`src/rtl/oven_cook_timer.sv`:
```
// Cook-duration countdown timer: MM:SS in BCD, counts down once per second
// from an internal prescaler and raises done/alarm when it reaches 00:00.
module oven_cook_timer #(
  parameter int TICKS_PER_SEC = 50000000
) (
  input  logic       clk,
  input  logic       reset,
  input  logic       load,
  input  logic [3:0] set_min_tens,
  input  logic [3:0] set_min_ones,
  input  logic [3:0] set_sec_tens,
  input  logic [3:0] set_sec_ones,
  input  logic       start,
  input  logic       pause,
  input  logic       cancel,
  output logic [3:0] min_tens,
  output logic [3:0] min_ones,
  output logic [3:0] sec_tens,
  output logic [3:0] sec_ones,
  output logic       running,
  output logic       done,
  output logic       alarm
);

  localparam int PW = (TICKS_PER_SEC > 1) ? $clog2(TICKS_PER_SEC) : 1;
  localparam logic [PW-1:0] LAST_TICK = PW'(TICKS_PER_SEC - 1);

  typedef enum logic [1:0] {IDLE, RUNNING, PAUSED, DONE} state_t;

  state_t        state;
  logic [15:0]   digits;
  logic [PW-1:0] presc;

  // Clamp out-of-range user digits so the display never shows non-BCD.
  function automatic logic [15:0] clamp_set(input logic [3:0] mt, input logic [3:0] mo,
                                            input logic [3:0] st, input logic [3:0] so);
    logic [3:0] a, b, c, d;
    a = (mt > 4'd9) ? 4'd9 : mt;
    b = (mo > 4'd9) ? 4'd9 : mo;
    c = (st > 4'd5) ? 4'd5 : st;
    d = (so > 4'd9) ? 4'd9 : so;
    return {a, b, c, d};
  endfunction

  function automatic logic [15:0] bcd_dec(input logic [15:0] d);
    logic [3:0] mt, mo, st, so;
    {mt, mo, st, so} = d;
    if (so != 4'd0) begin
      so = so - 4'd1;
    end else begin
      so = 4'd9;
      if (st != 4'd0) begin
        st = st - 4'd1;
      end else begin
        st = 4'd5;
        if (mo != 4'd0) begin
          mo = mo - 4'd1;
        end else begin
          mo = 4'd9;
          mt = mt - 4'd1;
        end
      end
    end
    return {mt, mo, st, so};
  endfunction

  // A strobe that is ignored in the current state lets the next-lower one act.
  always_ff @(posedge clk) begin
    done <= 1'b0;
    if (reset || cancel) begin
      state   <= IDLE;
      digits  <= 16'h0000;
      presc   <= '0;
      running <= 1'b0;
      alarm   <= 1'b0;
    end else if (load && state != RUNNING) begin
      state   <= IDLE;
      digits  <= clamp_set(set_min_tens, set_min_ones, set_sec_tens, set_sec_ones);
      presc   <= '0;
      running <= 1'b0;
      alarm   <= 1'b0;
    end else begin
      case (state)
        RUNNING: begin
          if (pause) begin
            state   <= PAUSED;
            running <= 1'b0;
          end else if (presc == LAST_TICK) begin
            presc <= '0;
            if (digits == 16'h0001) begin
              digits  <= 16'h0000;
              state   <= DONE;
              running <= 1'b0;
              alarm   <= 1'b1;
              done    <= 1'b1;
            end else begin
              digits <= bcd_dec(digits);
            end
          end else begin
            presc <= presc + 1'b1;
          end
        end
        IDLE: begin
          if (start && digits != 16'h0000) begin
            state   <= RUNNING;
            running <= 1'b1;
            presc   <= '0;
          end
        end
        PAUSED: begin
          // Resume keeps the partial second already counted.
          if (start && digits != 16'h0000) begin
            state   <= RUNNING;
            running <= 1'b1;
          end
        end
        default: begin
        end
      endcase
    end
  end

  assign min_tens = digits[15:12];
  assign min_ones = digits[11:8];
  assign sec_tens = digits[7:4];
  assign sec_ones = digits[3:0];

endmodule

```
`config.mk`:
```
export PLATFORM = sky130hd
export DESIGN_NAME = oven_cook_timer
export DESIGN_NICKNAME = d
export VERILOG_FILES = /design/src/rtl/oven_cook_timer.sv
export SDC_FILE = /design/constraint.sdc
export NUM_CORES = 1
export LEC_CHECK = 0
export ABC_CLOCK_PERIOD_IN_PS = 2800
export CAP_MARGIN = 30
export CORE_MARGIN = 2
export CORE_UTILIZATION = 32
export CTS_BUF_LIST = sky130_fd_sc_hd__clkbuf_4 sky130_fd_sc_hd__clkbuf_8
export CTS_CLUSTER_DIAMETER = 60
export DETAILED_ROUTE_END_ITERATION = 7
export GPL_ROUTABILITY_DRIVEN = 1
export PLACE_DENSITY_LB_ADDON = 0.15
export SYNTH_ARGS = -nofsm -noshare
export SYNTH_HDL_FRONTEND = slang
export SYNTH_SLANG_ARGS = --single-unit
```
`constraint.sdc`:
```
create_clock -name clk -period 2.8 [get_ports clk]
set_input_delay 0.56 -clock clk [delete_from_list [all_inputs] [get_ports clk]]
set_output_delay 0.56 -clock clk [all_outputs]
set_load 0.005 [all_outputs]
```
==> results of run 1 <==
-- cells in the final DEF (no fill, tap or decap), types with 3 or more instances in the layout --
cell | Yosys | routed
o21ai_0 | 14 | 14
nand2_1 | 32 | 32
xor2_1 | 5 | 5
dfxtp_1 | 47 | 47
nand4_1 | 11 | 11
o31ai_1 | 6 | 6
a31oi_1 | 6 | 6
a21oi_1 | 19 | 19
or3_1 | 4 | 4
nor4_1 | 7 | 7
nor3_1 | 11 | 11
a211oi_1 | 9 | 9
nor2_1 | 49 | 49
clkbuf_8 | 0 | 5
nand3b_1 | 3 | 3
buf_4 | 0 | 13
nor4b_1 | 5 | 5
xnor2_1 | 17 | 17
clkdlybuf4s50_1 | 0 | 40
nand3_1 | 12 | 12
inv_1 | 18 | 18
nor3b_1 | 5 | 4
ha_1 | 8 | 8
-- power by group through the flow --
stage                     clock [mW]  combinational, mW  sequential, mW
final                          0.515              0.233           0.694
after global routing           0.559              0.257           0.697
after CTS                      0.536              0.233           0.694
after detailed placement           0              0.232           0.710
after global placement             0              0.232           0.710
after floorplan                    0              0.128           0.707
-- per-layer routing --
| layer | up-vias | global-route usage (%) | share of wire, % |
|---|---|---|---|
| met5 | - | 0 | 0 |
| met4 | 0 | 4.881 | 1.5 |
| met3 | 9 | 2.925 | 2.9 |
| met2 | 39 | 24.36 | 44 |
| met1 | 1196 | 23.63 | 51 |
| li1 | 1326 | - | - |
-- sequential cells by signal (all words and copies together) (netlist names) --
name,flops
alarm,1
running,1
done,1
digits,16
presc,26
state,2
-- per-stage QoR --
step           power (mW)  cells  util (%)
2_1_floorplan      0.8348    340         -
3_3_place_gp       0.9421    487     40.01
3_5_place_dp       0.9415    487     40.01
4_1_cts             1.463    495     41.38
5_1_grt             1.512    495     41.44
6_report            1.443    495     41.44
-- final cells by class --
cell class | count | area [µm²]
fill | 842 | 4787
multi-input combinational | 264 | 1638
sequential | 47 | 940.9
timing repair buffer | 53 | 498.0
tap | 105 | 131.4
clock buffer | 5 | 68.82
inverter | 18 | 67.56
clock inverter | 3 | 43.79
-- critical path, cell delays in order (launching register included) --
cell and delay (ns):
dfxtp_1 0.39, ha_1 0.22, nand4_1 0.10, or3_4 0.38
nor4_2 0.42, a31oi_1 0.32, a221oi_1 0.29, a211oi_1 0.08
-- cells by family after synthesis --
kind of cell | after synthesis
AND/OR/NAND/NOR | 158
AO/OA/AOI/OAI | 73
flip-flops | 47
buffers and inverters | 29
XOR/XNOR | 22
adder cells (fa/ha/maj) | 8
multiplexers | 3
-- worst max-delay path by stage --
stage	from	endpoint	slack (ns)
2_1_floorplan	digits[4]$_SDFFE_PP0P_	presc[20]$_SDFFE_PP0P_	0.67
3_3_place_gp	digits[8]$_SDFFE_PP0P_	digits[11]$_SDFFE_PP0P_	0.28
3_5_place_dp	pause	digits[11]$_SDFFE_PP0P_	0.25
4_1_cts	digits[8]$_SDFFE_PP0P_	digits[11]$_SDFFE_PP0P_	0.26
5_1_grt	digits[8]$_SDFFE_PP0P_	digits[11]$_SDFFE_PP0P_	0.19
6_report	presc[0]$_SDFFE_PP0P_	digits[11]$_SDFFE_PP0P_	0.45
-- timing repair --
item                                    4_1_cts  5_1_grt
endpoints found under the setup margin        0        1
resized for setup                             0        1
hold buffers                                  0        0
==> reports/summary.txt, run 1 <==
Worst-path clk slew: 0.10 ns
Post-Synthesis Cells: 340
Post-synth EDFFs: 0
mapped cell area: 0.002689 mm²
hold path cells: 2
Design Area, Final: 0.003388 mm²
P_int: 1.054 mW
clock tree buffer depth: 2
FF-to-FF setup slack: 0.45 ns
Std-Cell Rows: 33
GRT overflow: 0
RSZ-0062 raised after global routing: no
Vias/cell: 5.192
HPWL Detailed: 5.278 mm
placed cell areas: 0.003271 mm²
Die Height: 95.67 µm
worst reg2reg path startpoint: presc[0]$_SDFFE_PP0P_
switching share of power: 26.94%
XOR/XNOR Fraction of Synth Area: 7.166%
DRC violations left: 0
CTS tree: yes
H-tree depth reported by CTS: 2
Ys Warns: 0
synth top area cells: dfxtp_1 35%, nor2_1 6.8%, xnor2_1 5.5%, nand2_1 4.5%, ha_1 3.7%
Nets: 419
I/O Buffers: 40
Post-Synthesis Net Count: 370
Simple-Gate Fraction of Synth Area: 30.76%
hold wc startpoint: presc[1]$_SDFFE_PP0P_
Logic pwr share: 16.1%
Final Critical Period: 2.346 ns
top-count cell post-synth: nor2_1
CTS Buf Count: 5
Worst Skew: 0.006902 ns
Leakage: 1.111 nW
Worst Tran Pin Value: 0.6831 ns
initial antenna violation count: 0
Fin. Hold Viols: 0
root buf cell: clkbuf_8
clk sinks: 47
syn avg cell area: 7.908 µm²
Antenna Violating Nets Remaining: 0
vias in the first global route: 2,409
Total GRT Usage: 16.25%
clock power share: 35.7%
post-CTS setup buffers: 0
n_diodes: 0
synthesis-stage register bit count: 47
largest family of logic cells by synthesized area: simple AND/OR/NAND/NOR gates
Slew HR: 54.25%
final hold slack: 0.5109 ns
complex-gate fraction of the synthesized area: 17.92%
Initial Util: 32.89%
Max Cap Violations: 0
DRT Pass-1 Iters: 4
Synth cell types: 54
largest area contributor in the netlist: dfxtp_1
GPL Wtd Cong: 0.8137
NetSw: 0.3887 mW
clk_lat worst skew: 0.31 ns
drt wl/cell: 14.36 µm
synth cell count leaders: 49 x nor2_1, 47 x dfxtp_1, 32 x nand2_1, 19 x a21oi_1, 18 x inv_1
maximum clock rate: 0.4263 GHz
PwrDens: 425.8 mW/mm²
via count: 2,570
status: finished, final reports clean
Final WS setup: 0.4544 ns
global-route wire length before repair: 11.79 mm
final setup fails: 0
largest net degree at the start of global routing: 23
worst hold path class: reg2reg
pre-CTS WS: 0.2525 ns
Reg power frac: 48.1%
Synth Area in Adders: 3.723%
Syn-to-layout area delta: 26.01%
WL final: 7.108 mm
Worst setup SP type: flip-flop
WHS Endpoint: presc[1]$_SDFFE_PP0P_
die width: 95.67 µm
mux cell area share after synthesis: 1.163%
setup tns final: 0 ns
Max VDD drop: 0.2011 mV
asr flop ratio synth: 0%
final slew viol count: 0
CP Class: reg2reg
r2r worst-path depth: 7
Core Box Area: 0.008175 mm²
initial DRC count: 95
crit share post-route: 83.77%
Synth top area share: 34.99%
Crit. End Element: flip-flop
Critical Path Fanout Max: 8
full die area: 0.009152 mm²
Critical Path AT: 2.51 ns
ys flop type: dfxtp_1
share of cells above drive strength 1: 8.462%
worst r2r dst: digits[11]$_SDFFE_PP0P_
sequential fraction of the synthesis area: 34.99%
IO Pins: 41
CP Data Required Time: 2.96 ns
Note: power is estimated with default switching activity, not from simulation.
==> inputs of run 2 (changes only) <==
- ABC_CLOCK_PERIOD_IN_PS: 2800 -> 2100
- clock period: 2.8 -> 2.1 ns (I/O delays scaled with it)
==> run 2 against run 1 <==
Effect of this change:
- power rose by 31%
- core utilization rose by 8.2 points
- flip-flop and latch count stayed put
- final area increased by 20%
- die area unchanged
- critical path depth grew 1
- register-to-register slack got worse by 0.43 ns
- worst setup slack got worse by 0.43 ns
- clock power increased by 4.1%
- sequential power up 33%
- non-clock buffer count rose by 59
- largest cell class unchanged
==> reports/summary.txt, run 2 (synthesis gave the netlist of run 1 again) <==
status: finished, final reports clean
DRT Pass-1 Iters: 4
worst hold path class: reg2reg
Crit. End Element: flip-flop
Std-Cell Rows: 33
final slew viol count: 0
final setup fails: 0
worst r2r dst: digits[12]$_SDFFE_PP0P_
initial antenna violation count: 0
top sig layer: met4
Critical Path AT: 2.31 ns
share of cells above drive strength 1: 27.52%
Total GRT Usage: 18.35%
Syn-to-layout area delta: 50.91%
DRC violations left: 0
CP Class: reg2reg
HPWL Detailed: 6.015 mm
initial DRC count: 97
r2r worst-path depth: 8
Largest register FFs: 26
I/O Buffers: 40
critical path's top delay family: simple AND/OR/NAND/NOR gates
Power, Total: 1.883 mW
global-route wire length before repair: 13.17 mm
Final Critical Period: 2.077 ns
pre-CTS WS: -0.1869 ns
WL final: 8.122 mm
Initial Util: 32.89%
placed cell areas: 0.003665 mm²
wire length on met2: 4.070 mm
Nets: 478
commonest non-fill, non-tap cell in the layout: buf_4
n_diodes: 0
max incr delay on CP: 0.40 ns
Worst Skew: 0.008659 ns
Vias/cell: 5.165
setup tns final: 0 ns
Leakage: 1.472 nW
Worst-path clk slew: 0.09 ns
FF-to-FF setup slack: 0.02 ns
H-tree depth reported by CTS: 2
Design Area, Final: 0.004058 mm²
GPL Wtd Cong: 0.8625
Max Cap Violations: 0
Worst Tran Pin Value: 0.5072 ns
CP Data Required Time: 2.33 ns
cell at the slowest stage of the critical path: or3_4
drt wl/cell: 14.71 µm
PwrDens: 464.1 mW/mm²
Fin. Hold Viols: 0
worst reg2reg path startpoint: presc[1]$_SDFFE_PP0P_
clk_lat worst skew: 0.30 ns
IO Pins: 41
Max VDD drop: 0.2237 mV
CP startpoint: presc[1]$_SDFFE_PP0P_
clk sinks: 47
Setup crit end: digits[12]$_SDFFE_PP0P_
full die area: 0.009152 mm²
Cell Count, Final, Fillers Out: 552
Slew HR: 66.19%
die width: 95.67 µm
Die Height: 95.67 µm
WP depth: 8
GRT overflow: 0
clock tree buffer depth: 2
Worst setup SP type: flip-flop
Antenna Violating Nets Remaining: 0
final hold slack: 0.5061 ns
met3 WL: 304 µm
via count: 2,851
Bufs and invs on worst path: 1
Core Box Area: 0.008175 mm²
Reg with most FFs: presc
worst path cell trace: ha_4 -> nand4_1 -> or3_4 -> nor3_4 -> buf_6 -> nand4_2 -> or3_1 -> a31oi_1
Final WS setup: 0.02280 ns
maximum clock rate: 0.4814 GHz
vias in the first global route: 2,756
M1 WL: 3.693 mm
largest net degree at the start of global routing: 17
placed cells: 536
CTS tree: yes
post-layout utilization of the core: 49.63%
crit share post-route: 98.91%
largest registers: presc (26), digits (16), state (2)
most frequent cells in the layout: 67 x buf_4, 49 x nor2_1, 41 x dfxtp_1
CTS Buf Count: 5
Critical Path Fanout Max: 3
RSZ-0062 raised after global routing: yes
root buf cell: clkbuf_8
## run 2: changes by cell type in the layout (fill, tap and decap cells not counted), moves of 4 or more
cell,change
buf_4,+54
dfxtp_1,-6
dfxtp_2,+6
inv_1,-4
inv_2,+4
## run 2: worst min-delay path by stage
| stage | from | to | cells after the start |
|---|---|---|---|
| after floorplan | presc[8]$_SDFFE_PP0P_ | presc[8]$_SDFFE_PP0P_ | 1 |
| after global placement | alarm$_SDFFE_PP0P_ | alarm$_SDFFE_PP0P_ | 2 |
| after detailed placement | alarm$_SDFFE_PP0P_ | alarm$_SDFFE_PP0P_ | 2 |
| after CTS | presc[8]$_SDFFE_PP0P_ | presc[8]$_SDFFE_PP0P_ | 1 |
| after global routing | presc[20]$_SDFFE_PP0P_ | presc[20]$_SDFFE_PP0P_ | 2 |
| final | alarm$_SDFFE_PP0P_ | alarm$_SDFFE_PP0P_ | 2 |
## run 2: area by class of cell
type / instances / area, µm²
multi-input cells: 264 / 1833
repair buffers: 112 / 1001
well taps: 105 / 131.4
fillers: 807 / 4118
flip-flops and latches: 47 / 948.4
inverters: 18 / 67.56
clock buffers: 6 / 76.32
## run 2: timing repair
action,in CTS,in global routing
pin swaps,4,10
gates cloned,2,0
setup buffers,5,4
gates resized for setup,14,33
endpoints found under the setup margin,35,42
hold buffers,0,0
## run 2: routing by layer
metal	global-route usage, %	vias up
met2	33.45	47
met4	2.857	0
li1	-	1435
met5	0	-
met3	2.846	6
met1	23.06	1363
## run 2: worst min-delay path, stage by stage (launching register included)
cell	delay, ns
dfxtp_1	0.34
a2bb2oi_1	0.06
nor2_1	0.07
## run 2: power breakdown
| part | total, mW | switching, mW | internal, mW |
|---|---|---|---|
| logic | 0.423 | 0.205 | 0.218 |
| registers | 0.924 | 0.0176 | 0.906 |
| clock network | 0.536 | 0.300 | 0.236 |
==> inputs of run 3 (changes only) <==
- GPL_TIMING_DRIVEN: unset -> 0
- REMOVE_ABC_BUFFERS: unset -> 1
- SETUP_SLACK_MARGIN: unset -> 0.5
==> run 3 against run 2 <==
Effect of this change:
- die area is the same
- critical path depth is the same
- maximum frequency is essentially flat
- clock power grew 7.3%
- final area grew 7.2%
- routed wire length grew 5.5%
- cell count shrank 1.3%
- largest cell class unchanged
- worst hold slack lost 0.00094 ns
- worst setup slack lost 0.0013 ns
- critical path type unchanged
- core utilization grew 3.6 points
- flip-flop and latch count is the same
==> reports/summary.txt, run 3 (synthesis gave the netlist of run 1 again) <==
Critical Path Fanout Max: 5
worst hold path class: reg2reg
Total GRT Usage: 18.12%
DRT Pass-1 Iters: 4
Power, Total: 1.963 mW
final slew viol count: 0
Std-Cell Rows: 33
P_int: 1.398 mW
placed cell areas: 0.003181 mm²
PwrDens: 451.5 mW/mm²
Worst setup SP type: flip-flop
RSZ-0062 raised after global routing: yes
FF-to-FF setup slack: 0.02 ns
largest net degree at the start of global routing: 18
GPL Wtd Cong: 0.8461
Final Critical Period: 2.078 ns
r2r worst-path depth: 8
flip-flop and latch area: 987.2 µm²
Critical Path AT: 2.30 ns
most frequent cells in the layout: 49 x buf_4, 34 x nor2_1, 28 x clkdlybuf4s50_1
Max VDD drop: 0.2965 mV
fill count: 790
placed cells: 475
initial antenna violation count: 0
Fin. Hold Viols: 0
DRC violations left: 0
Nets: 469
root buf cell: clkbuf_8
Slew HR: 61.14%
largest registers: presc (26), digits (16), state (2)
# hold bufs at CTS: 0
Logic pwr share: 23.6%
status: finished, final reports clean
setup tns final: 0 ns
CP Class: reg2reg
critical path's top delay family: simple AND/OR/NAND/NOR gates
HPWL Detailed: 5.141 mm
Vias/cell: 5.378
H-tree depth reported by CTS: 2
Antenna Violating Nets Remaining: 0
commonest non-fill, non-tap cell in the layout: buf_4
Core Box Area: 0.008175 mm²
NetSw: 0.5653 mW
worst r2r dst: digits[12]$_SDFFE_PP0P_
hold wc startpoint: alarm$_SDFFE_PP0P_
Leakage: 1.645 nW
Multi-input gate area: 0.002116 mm²
Syn-to-layout area delta: 61.70%
Max Cap Violations: 0
n_diodes: 0
CTS Buf Count: 5
Die Height: 95.67 µm
WP depth: 8
crit share post-route: 98.98%
I/O Buffers: 40
clock power share: 29.3%
Cell Count, Final, Fillers Out: 545
max incr delay on CP: 0.36 ns
Design Area, Final: 0.004348 mm²
Worst-path clk slew: 0.10 ns
maximum clock rate: 0.4811 GHz
M1 WL: 3.780 mm
initial DRC count: 109
final setup fails: 0
wire length on met2: 4.362 mm
post-layout utilization of the core: 53.18%
Crit. End Element: flip-flop
global-route wire length before repair: 13.06 mm
switching share of power: 28.80%
CP Data Required Time: 2.32 ns
top sig layer: met4
Bufs and invs on worst path: 1
met3 WL: 340 µm
IO Pins: 41
clk sinks: 47
clock tree buffer depth: 2
WHS Endpoint: alarm$_SDFFE_PP0P_
Reg with most FFs: presc
full die area: 0.009152 mm²
cell at the slowest stage of the critical path: or3_1
CTS tree: yes
GRT overflow: 0
hold path cells: 2
Largest register FFs: 26
clk_lat worst skew: 0.31 ns
Worst Skew: 0.01262 ns
via count: 2,931
Initial Util: 32.89%
WL final: 8.571 mm
die width: 95.67 µm
share of cells above drive strength 1: 40.91%
vias in the first global route: 2,750
drt wl/cell: 15.73 µm
Reg power frac: 47.1%
worst reg2reg path startpoint: digits[5]$_SDFFE_PP0P_
Worst Tran Pin Value: 0.5790 ns
worst path cell trace: inv_2 -> ha_4 -> nor3b_4 -> nand4_1 -> a21oi_4 -> nand4_4 -> or3_1 -> a31oi_1
-- run 3: changes by cell type in the layout (fill, tap and decap cells not counted), sizes merged --
cell,previous run,this run
buf,72,63
clkbuf,6,7
clkdlybuf4s50,40,28
clkinv,0,1
dlygate4sd2,0,8
dlymetal6s2s,0,4
-- run 3: final cells by class --
type	count	share of cell area [%]
Clock buffer	7	1.928
Clock inverter	1	0.1151
Inverter	18	1.669
Multi-Input combinational cell	264	48.66
Sequential cell	47	22.71
Tap cell	105	3.022
Timing Repair Buffer	103	21.90
-- run 3: per-layer routing --
| metal | track usage [%] | vias up |
|---|---|---|
| met4 | 4.643 | 0 |
| met5 | 0 | - |
| met1 | 21.63 | 1440 |
| met3 | 3.162 | 9 |
| li1 | - | 1428 |
| met2 | 33.28 | 54 |
-- run 3: what timing repair did --
action | CTS | global route
cloned | 1 | 1
setup buffers | 38 | 22
pin swaps | 19 | 47
gates resized for setup | 95 | 75
setup endpoints to repair | 63 | 58
-- run 3: power groups by stage --
stage          logic (mW)  registers [mW]  clock network, mW
3_5_place_dp        0.293           0.946                  0
2_1_floorplan       0.166           0.943                  0
6_report            0.464           0.924              0.575
5_1_grt             0.499           0.927              0.625
3_3_place_gp        0.291           0.946                  0
4_1_cts             0.390           0.922              0.597
-- run 3: stage by stage --
step	setup slack [ns]	hold slack (ns)
after floorplan	-0.1490	0.4512
after global placement	-1.035	0.4810
after detailed placement	-0.9173	0.4868
after CTS	0.05359	0.5123
after global routing	-0.1261	0.5148
final	0.02151	0.5051
-- run 3: worst register-to-register path: cells and delay by family (launching register included) --
kind	cells	cell delay, ns
AND/OR/NAND/NOR	4	1.00
AO/OA/AOI/OAI	2	0.45
buffers and inverters	1	0.07
flip-flops	1	0.34
adder cells (fa/ha/maj)	1	0.14
-- run 3: worst max-delay path by stage --
stage,startpoint,end,slack (ns)
floorplan,presc[0]$_SDFFE_PP0P_,presc[0]$_SDFFE_PP0P_,-0.15
global placement,load,presc[11]$_SDFFE_PP0P_,-1.03
detailed placement,load,presc[5]$_SDFFE_PP0P_,-0.92
CTS,digits[5]$_SDFFE_PP0P_,digits[12]$_SDFFE_PP0P_,0.05
global route,digits[5]$_SDFFE_PP0P_,digits[12]$_SDFFE_PP0P_,-0.13
finish,digits[5]$_SDFFE_PP0P_,digits[12]$_SDFFE_PP0P_,0.02
